--- config.mk ---
export PLATFORM = sky130hd
export DESIGN_NAME = id_branch_controller
export DESIGN_NICKNAME = d
export VERILOG_FILES = /design/src/rtl/id_branch_controller.sv
export SDC_FILE = /design/constraint.sdc
export NUM_CORES = 1
export LEC_CHECK = 0
export CAP_MARGIN = 5
export CORE_MARGIN = 3
export CORE_UTILIZATION = 35
export CTS_CLUSTER_DIAMETER = 60
export CTS_CLUSTER_SIZE = 16
export DETAILED_ROUTE_END_ITERATION = 12
export HOLD_SLACK_MARGIN = 0.08
export PLACE_DENSITY = 0.74
export SLEW_MARGIN = 20
export SYNTH_ARGS = -nofsm -noshare
export SYNTH_HDL_FRONTEND = slang
export SYNTH_SLANG_ARGS = --single-unit
--- constraint.sdc ---
create_clock -name i_clk -period 2.35 [get_ports i_clk]
set_input_delay 0.47 -clock i_clk [delete_from_list [all_inputs] [get_ports i_clk]]
set_output_delay 0.47 -clock i_clk [all_outputs]
set_load 0.05 [all_outputs]
--- src/rtl/id_branch_controller.sv ---
// id_branch_controller
// ID-stage branch sequencing for the five-stage pipeline. It detects BEQ/BNE
// operand hazards against Execute producers and Memory-stage loads. It stalls
// Fetch/Decode and bubbles Execute until the operands are valid, drives the
// comparator forwarding selects, and turns the comparison into PC-source and
// IF/ID-flush decisions. A watchdog flags stall episodes that run too long.
// Optional feature: define BRANCH_STATS_EN to add taken/not-taken counters.
module id_branch_controller #(
   parameter int REG_ADDR_SZ = 5,
   parameter int MAX_STALL   = 3,
   parameter int CNT_SZ      = 16
) (
   input  logic                   i_clk,
   input  logic                   i_reset,
   input  logic                   i_branch_D,
   input  logic                   i_branch_ne_D,
   input  logic [REG_ADDR_SZ-1:0] i_rs_D,
   input  logic [REG_ADDR_SZ-1:0] i_rt_D,
   input  logic                   i_reg_write_E,
   input  logic [REG_ADDR_SZ-1:0] i_write_reg_E,
   input  logic                   i_reg_write_M,
   input  logic                   i_mem_to_reg_M,
   input  logic [REG_ADDR_SZ-1:0] i_write_reg_M,
   input  logic                   i_comparison,
   output logic                   o_fwd_a_D,
   output logic                   o_fwd_b_D,
   output logic                   o_stall_F,
   output logic                   o_stall_D,
   output logic                   o_flush_E,
   output logic                   o_pc_src_D,
   output logic                   o_flush_D,
`ifdef BRANCH_STATS_EN
   output logic                   o_timeout,
   output logic [CNT_SZ-1:0]      o_taken_cnt,
   output logic [CNT_SZ-1:0]      o_not_taken_cnt
`else
   output logic                   o_timeout
`endif
);

   typedef enum logic [0:0] {
      IDLE  = 1'b0,
      STALL = 1'b1
   } state_t;

   localparam logic [3:0] MAX_CNT = 4'(MAX_STALL);

   state_t     state;
   state_t     state_next;
   logic [3:0] scnt;
   logic [3:0] scnt_next;
   logic       timeout_q;

   logic       br;
   logic       match_e;
   logic       match_m;
   logic       hazard;
   logic       taken;
   logic       resolve;
   logic       timeout_hit;

   // Hazard detection, branch direction and the watchdog trigger condition.
   always_comb begin
      br          = i_branch_D | i_branch_ne_D;
      match_e     = i_reg_write_E & (i_write_reg_E != '0) &
                    ((i_write_reg_E == i_rs_D) | (i_write_reg_E == i_rt_D));
      match_m     = i_reg_write_M & i_mem_to_reg_M & (i_write_reg_M != '0) &
                    ((i_write_reg_M == i_rs_D) | (i_write_reg_M == i_rt_D));
      hazard      = br & (match_e | match_m);
      taken       = i_branch_D ? i_comparison : ~i_comparison;
      resolve     = br & ~hazard;
      timeout_hit = hazard & (state == STALL) & (scnt == MAX_CNT);
   end

   // Stall-episode FSM next state; scnt saturates once the watchdog limit is reached.
   always_comb begin
      state_next = state;
      scnt_next  = scnt;
      case (state)
         IDLE: begin
            if (hazard) begin
               state_next = STALL;
               scnt_next  = 4'd1;
            end
         end
         STALL: begin
            if (hazard) begin
               scnt_next = (scnt >= MAX_CNT) ? MAX_CNT : scnt + 4'd1;
            end else begin
               state_next = IDLE;
               scnt_next  = 4'd0;
            end
         end
         default: begin
            state_next = IDLE;
            scnt_next  = 4'd0;
         end
      endcase
   end

   // Output decode; every output is held low while reset is asserted.
   always_comb begin
      o_fwd_a_D  = 1'b0;
      o_fwd_b_D  = 1'b0;
      o_stall_F  = 1'b0;
      o_stall_D  = 1'b0;
      o_flush_E  = 1'b0;
      o_pc_src_D = 1'b0;
      o_flush_D  = 1'b0;
      o_timeout  = 1'b0;
      if (!i_reset) begin
         o_fwd_a_D  = i_reg_write_M & ~i_mem_to_reg_M & (i_write_reg_M != '0) &
                      (i_write_reg_M == i_rs_D);
         o_fwd_b_D  = i_reg_write_M & ~i_mem_to_reg_M & (i_write_reg_M != '0) &
                      (i_write_reg_M == i_rt_D);
         o_stall_F  = hazard;
         o_stall_D  = hazard;
         o_flush_E  = hazard;
         o_pc_src_D = resolve & taken;
         o_flush_D  = resolve & taken;
         o_timeout  = timeout_q | timeout_hit;
      end
   end

   // State, stall counter and sticky watchdog registers.
   always_ff @(posedge i_clk) begin
      if (i_reset) begin
         state     <= IDLE;
         scnt      <= 4'd0;
         timeout_q <= 1'b0;
      end else begin
         state     <= state_next;
         scnt      <= scnt_next;
         timeout_q <= timeout_q | timeout_hit;
      end
   end

`ifdef BRANCH_STATS_EN
   // Resolved-branch statistics; the counters wrap naturally at full scale.
   always_ff @(posedge i_clk) begin
      if (i_reset) begin
         o_taken_cnt     <= '0;
         o_not_taken_cnt <= '0;
      end else if (resolve) begin
         if (taken) begin
            o_taken_cnt <= o_taken_cnt + 1'b1;
         end else begin
            o_not_taken_cnt <= o_not_taken_cnt + 1'b1;
         end
      end
   end
`else
   // CNT_SZ only sizes the optional counters; tie it off when they are absent.
   logic unused_cnt_sz;
   assign unused_cnt_sz = ^32'(CNT_SZ);
`endif

endmodule

==> metrics.yaml, run 1 <==
status: "stopped before the end"
lastStage: "global routing"
toolErrorMsg: "[ERROR DPL-0033] detailed placement checks failed during check placement."
antenna_found_initial: 0
initial_core_util: 0.403
postGrtWorstEndpoint: "o_stall_D"
dp_hpwl_um: 1960
io_pins: 36
syn_inst: 68
yosysSeqAreaShare: 0.211
clk_path_buf_depth: 2
dp_slack_ns: -0.622
num_rows: 13
placed_cells: 137
synth_warnings: 0
hold_buffers: 0
die_width_um: 46.4
cts_buffers: 3
ys_ff_latch: 6
port_buffers: 35
yosysUniqueCellTypes: 27
grt_max_degree: 6
cts_max_level: 1
cts-root-buf: "clkbuf_4"
gp_congestion: 0.818
synth_area_um2: 571
worst_endpoint_kind: "top-level output"
syn_avg_cell_area_um2: 8.39
synth_nets: 97
die_h_um: 46.4
cts_sinks: 6
-- what timing repair did --
item,in CTS
endpoints found under the setup margin,9
buffers inserted,3
resized for setup,85
pin swaps,20
endpoints found under the hold margin,0
-- Yosys cell counts --
cell type  instances  share of area
a211oi_1           1          0.013
a211oi_2           1          0.022
a21oi_1            2          0.018
and3_1             2          0.022
and4b_1            1          0.018
buf_4              3          0.039
clkbuf_1           1         0.0066
dfxtp_1            6           0.21
ha_1               1          0.022
inv_1              2          0.013
mux2i_1            1          0.018
nand2_1            1         0.0066
nand2b_1           1          0.011
nand3_1            5          0.044
nor2_1             4          0.026
nor2b_1            1          0.011
nor3_1             4          0.035
nor3b_1            1          0.013
nor4_1             3          0.033
o21ai_0            1         0.0088
o21ai_2            1          0.015
o22ai_1            1          0.011
o22ai_4            1          0.035
o41ai_1            1          0.015
or4_1              2          0.026
xnor2_1            8           0.12
xor2_1            12           0.18
-- through the flow --
stage	TNS, ns	area, µm²	hold WS (ns)
floorplan	-0.664	638	0.442
CTS	-0.497	1290	0.478
detailed placement	-4.85	1230	0.473
global placement	-3.67	1230	0.460
-- kinds of logic after synthesis --
kind of cell,after synthesis,synth area share
compound gates,9,0.138
xor+xnor,20,0.307
fa+ha+maj,1,0.0219
buf+inv,6,0.0592
flops,6,0.211
mux,1,0.0175
simple gates,25,0.246
==> run 2, diff against run 1 <==
Settings changed: CORE_AREA from default to 3 3 64 66, CORE_MARGIN 3 to default, CORE_UTILIZATION 35 to default, CTS_CLUSTER_DIAMETER 60 to default, CTS_CLUSTER_SIZE 16 to default, DIE_AREA from default to 0 0 67 69, HOLD_SLACK_MARGIN 0.08 to default, PLACE_DENSITY 0.74 to default, PLACE_DENSITY_LB_ADDON from default to 0.15.
==> run 2 against run 1 <==
Area after synthesis unchanged; synthesized cell count did not move; the flow now finishes, with violations (negative setup slack).
==> metrics.yaml, run 2 <==
start_kind: "input port"
layout_common_cells: "30 x buf_4, 11 x xor2_1, 9 x buf_6, 8 x xnor2_1, 8 x buf_12"
top_register: "scnt"
failed_checks: "negative setup slack"
tritoncts: "built"
yosysUniqueCellTypes: 27
async_reset_ff_frac: 0
status: "finished with violations"
syn_inst: 68
clkLatencyLatePin_ns: 0.22
drc: 0
ys.flop_type: "dfxtp_1"
num_rows: 22
initial_core_util: 0.157
fin_skew_ns: 0.00166
cts_sinks: 6
syn_avg_cell_area_um2: 8.39
io_pins: 36
hold_path.class: "reg -> reg"
layout-drive-gt1-share: 0.541
crit_fanout: 3
grt_max_degree: 8
hold_violations: 0
final_common_cell: "buf_4"
synth_top_area_share: 0.211
grt_use_total: 0.0955
vias: 688
leakage_nw: 0.578
critical_path_class: "in -> out"
drv_slew: 0
fin_ws_ns: -0.103
yosysSeqAreaShare: 0.211
coreArea_um2: 3630
grt_pass1_wl_um: 3450
crit_start: "i_write_reg_M[3]"
drtIter0Drc: 7
ys_ff_latch: 6
worstMarginPinSlew_ns: 0.313
clk_path_buf_depth: 2
top_regs: "scnt (4), state (1), timeout_q (1)"
areaGrowthSynthToFinish_pct: 147
netlist_top_cells_area: "dfxtp_1 21%, xor2_1 18%, xnor2_1 12%"
grt_overflow_total: 0
synth_most_common_cell: "xor2_1"
setup-violations-final: 6
gp_congestion: 0.761
clk_pin_slew_worst_paths_ns: 0.04
grt_pass1_vias: 778
r2r_start: "scnt[0]"
num-nets-final: 164
maxCapViolations: 0
fmax_ghz: 0.408
dr.pass1.iters: 4
min-delay-start: "scnt[1]"
crit_path_end_kind: "output port"
port_buffers: 35
min_period_ns: 2.45
wl_per_cell_um: 11.5
required_ns: 1.88
die_h_um: 69
period_share: 1.04
design.die.area_um2: 4620
totalWireLength_um: 2080
rsz0062_at_grt: "yes"
diodes: 0
synth_nets: 97
dp_hpwl_um: 1780
synth_warnings: 0
peakVddDrop_mv: 0.127
die_width_um: 67
synth_edf_count: 0
cts_max_level: 1
total_power_mw: 0.444
ys_top_cells_by_count: "12 x xor2_1, 8 x xnor2_1, 6 x dfxtp_1"
powerDensity_nw_per_um2: 315
hold_buffers: 0
via_per_inst: 3.80
cts-root-buf: "clkbuf_8"
cts_buffers: 3
crit_arrival_ns: 1.98
slew_headroom: 0.791
synth_area_um2: 571
yosys.area.top_type: "dfxtp_1"
largest_reg_flops: 4
dp_slack_ns: -0.628
postRouteAntennaNets: 0
antenna_found_initial: 0
run 2: critical path, cell delays in order:
cell	delay [ns]
buf_6	0.10
buf_6	0.11
xor2_2	0.13
nor3_1	0.16
nand3_1	0.16
a211oi_4	0.32
o22ai_4	0.13
nor2_4	0.23
buf_12	0.17
run 2: cell type report:
cell class              instances  area, µm²
fillers                       375       2220
repair buffers                 66        636
multi-input cells              56        546
flip-flops and latches          6        120
well taps                      48       60.1
clock buffers                   3       41.3
inverters                       2       7.51
run 2: logic make-up (layout without fill, tap and decap cells):
| family | Yosys count | after routing | share of synthesized area |
|---|---|---|---|
| AND/OR/NAND/NOR | 25 | 25 | 0.246 |
| AO/OA/AOI/OAI | 9 | 9 | 0.138 |
| flip-flops | 6 | 6 | 0.211 |
| XOR/XNOR | 20 | 20 | 0.307 |
| buffers and inverters | 6 | 71 | 0.0592 |
| adder cells (fa/ha/maj) | 1 | 1 | 0.0219 |
| multiplexers | 1 | 1 | 0.0175 |
run 2: path summary, 6_finish.rpt:
| path | endpoint | slack, ns | cells after the start |
|---|---|---|---|
| worst min-delay path | scnt[1] | 0.47 | 2 |
| worst max-delay path | o_stall_F | -0.10 | 9 |
| worst min register to register | scnt[1] | 0.47 | 2 |
| worst max register to register | scnt[1] | 1.19 | 3 |
run 2: per-layer routing:
metal / track usage / part of all wire / vias to the layer above / routed length, µm
met3: 0.0163 / 0.039 / 4 / 81
li1: - / - / 371 / -
met4: 0.0338 / 0.015 / 0 / 31
met2: 0.152 / 0.51 / 18 / 1060
met5: 0 / 0 / - / 0
met1: 0.127 / 0.44 / 295 / 904
run 2: repair_timing:
item,in CTS,in global routing
gates cloned,0,0
pin swaps,20,13
endpoints found under the setup margin,8,8
setup buffers,5,1
gates resized for setup,65,21
run 2: per-stage QoR:
step                instances  TNS, ns  area, µm²   util  hold WS (ns)
detailed placement        172    -4.82       1280  0.353         0.466
global route              181    -1.06       1410  0.388         0.504
finish                    181   -0.538       1410  0.388         0.468
floorplan                  68   -0.664        638      -         0.442
global placement          172    -4.76       1280  0.353         0.456
CTS                       180    -1.20       1380  0.379         0.472
run 2: power breakdown:
| part | internal, mW | leakage [nW] | switching [mW] |
|---|---|---|---|
| registers | 0.104 | 0.0484 | 0.000895 |
| clock network | 0.110 | 0.0216 | 0.0411 |
| logic | 0.107 | 0.508 | 0.0816 |
Note: power is estimated with default switching activity, not from simulation.
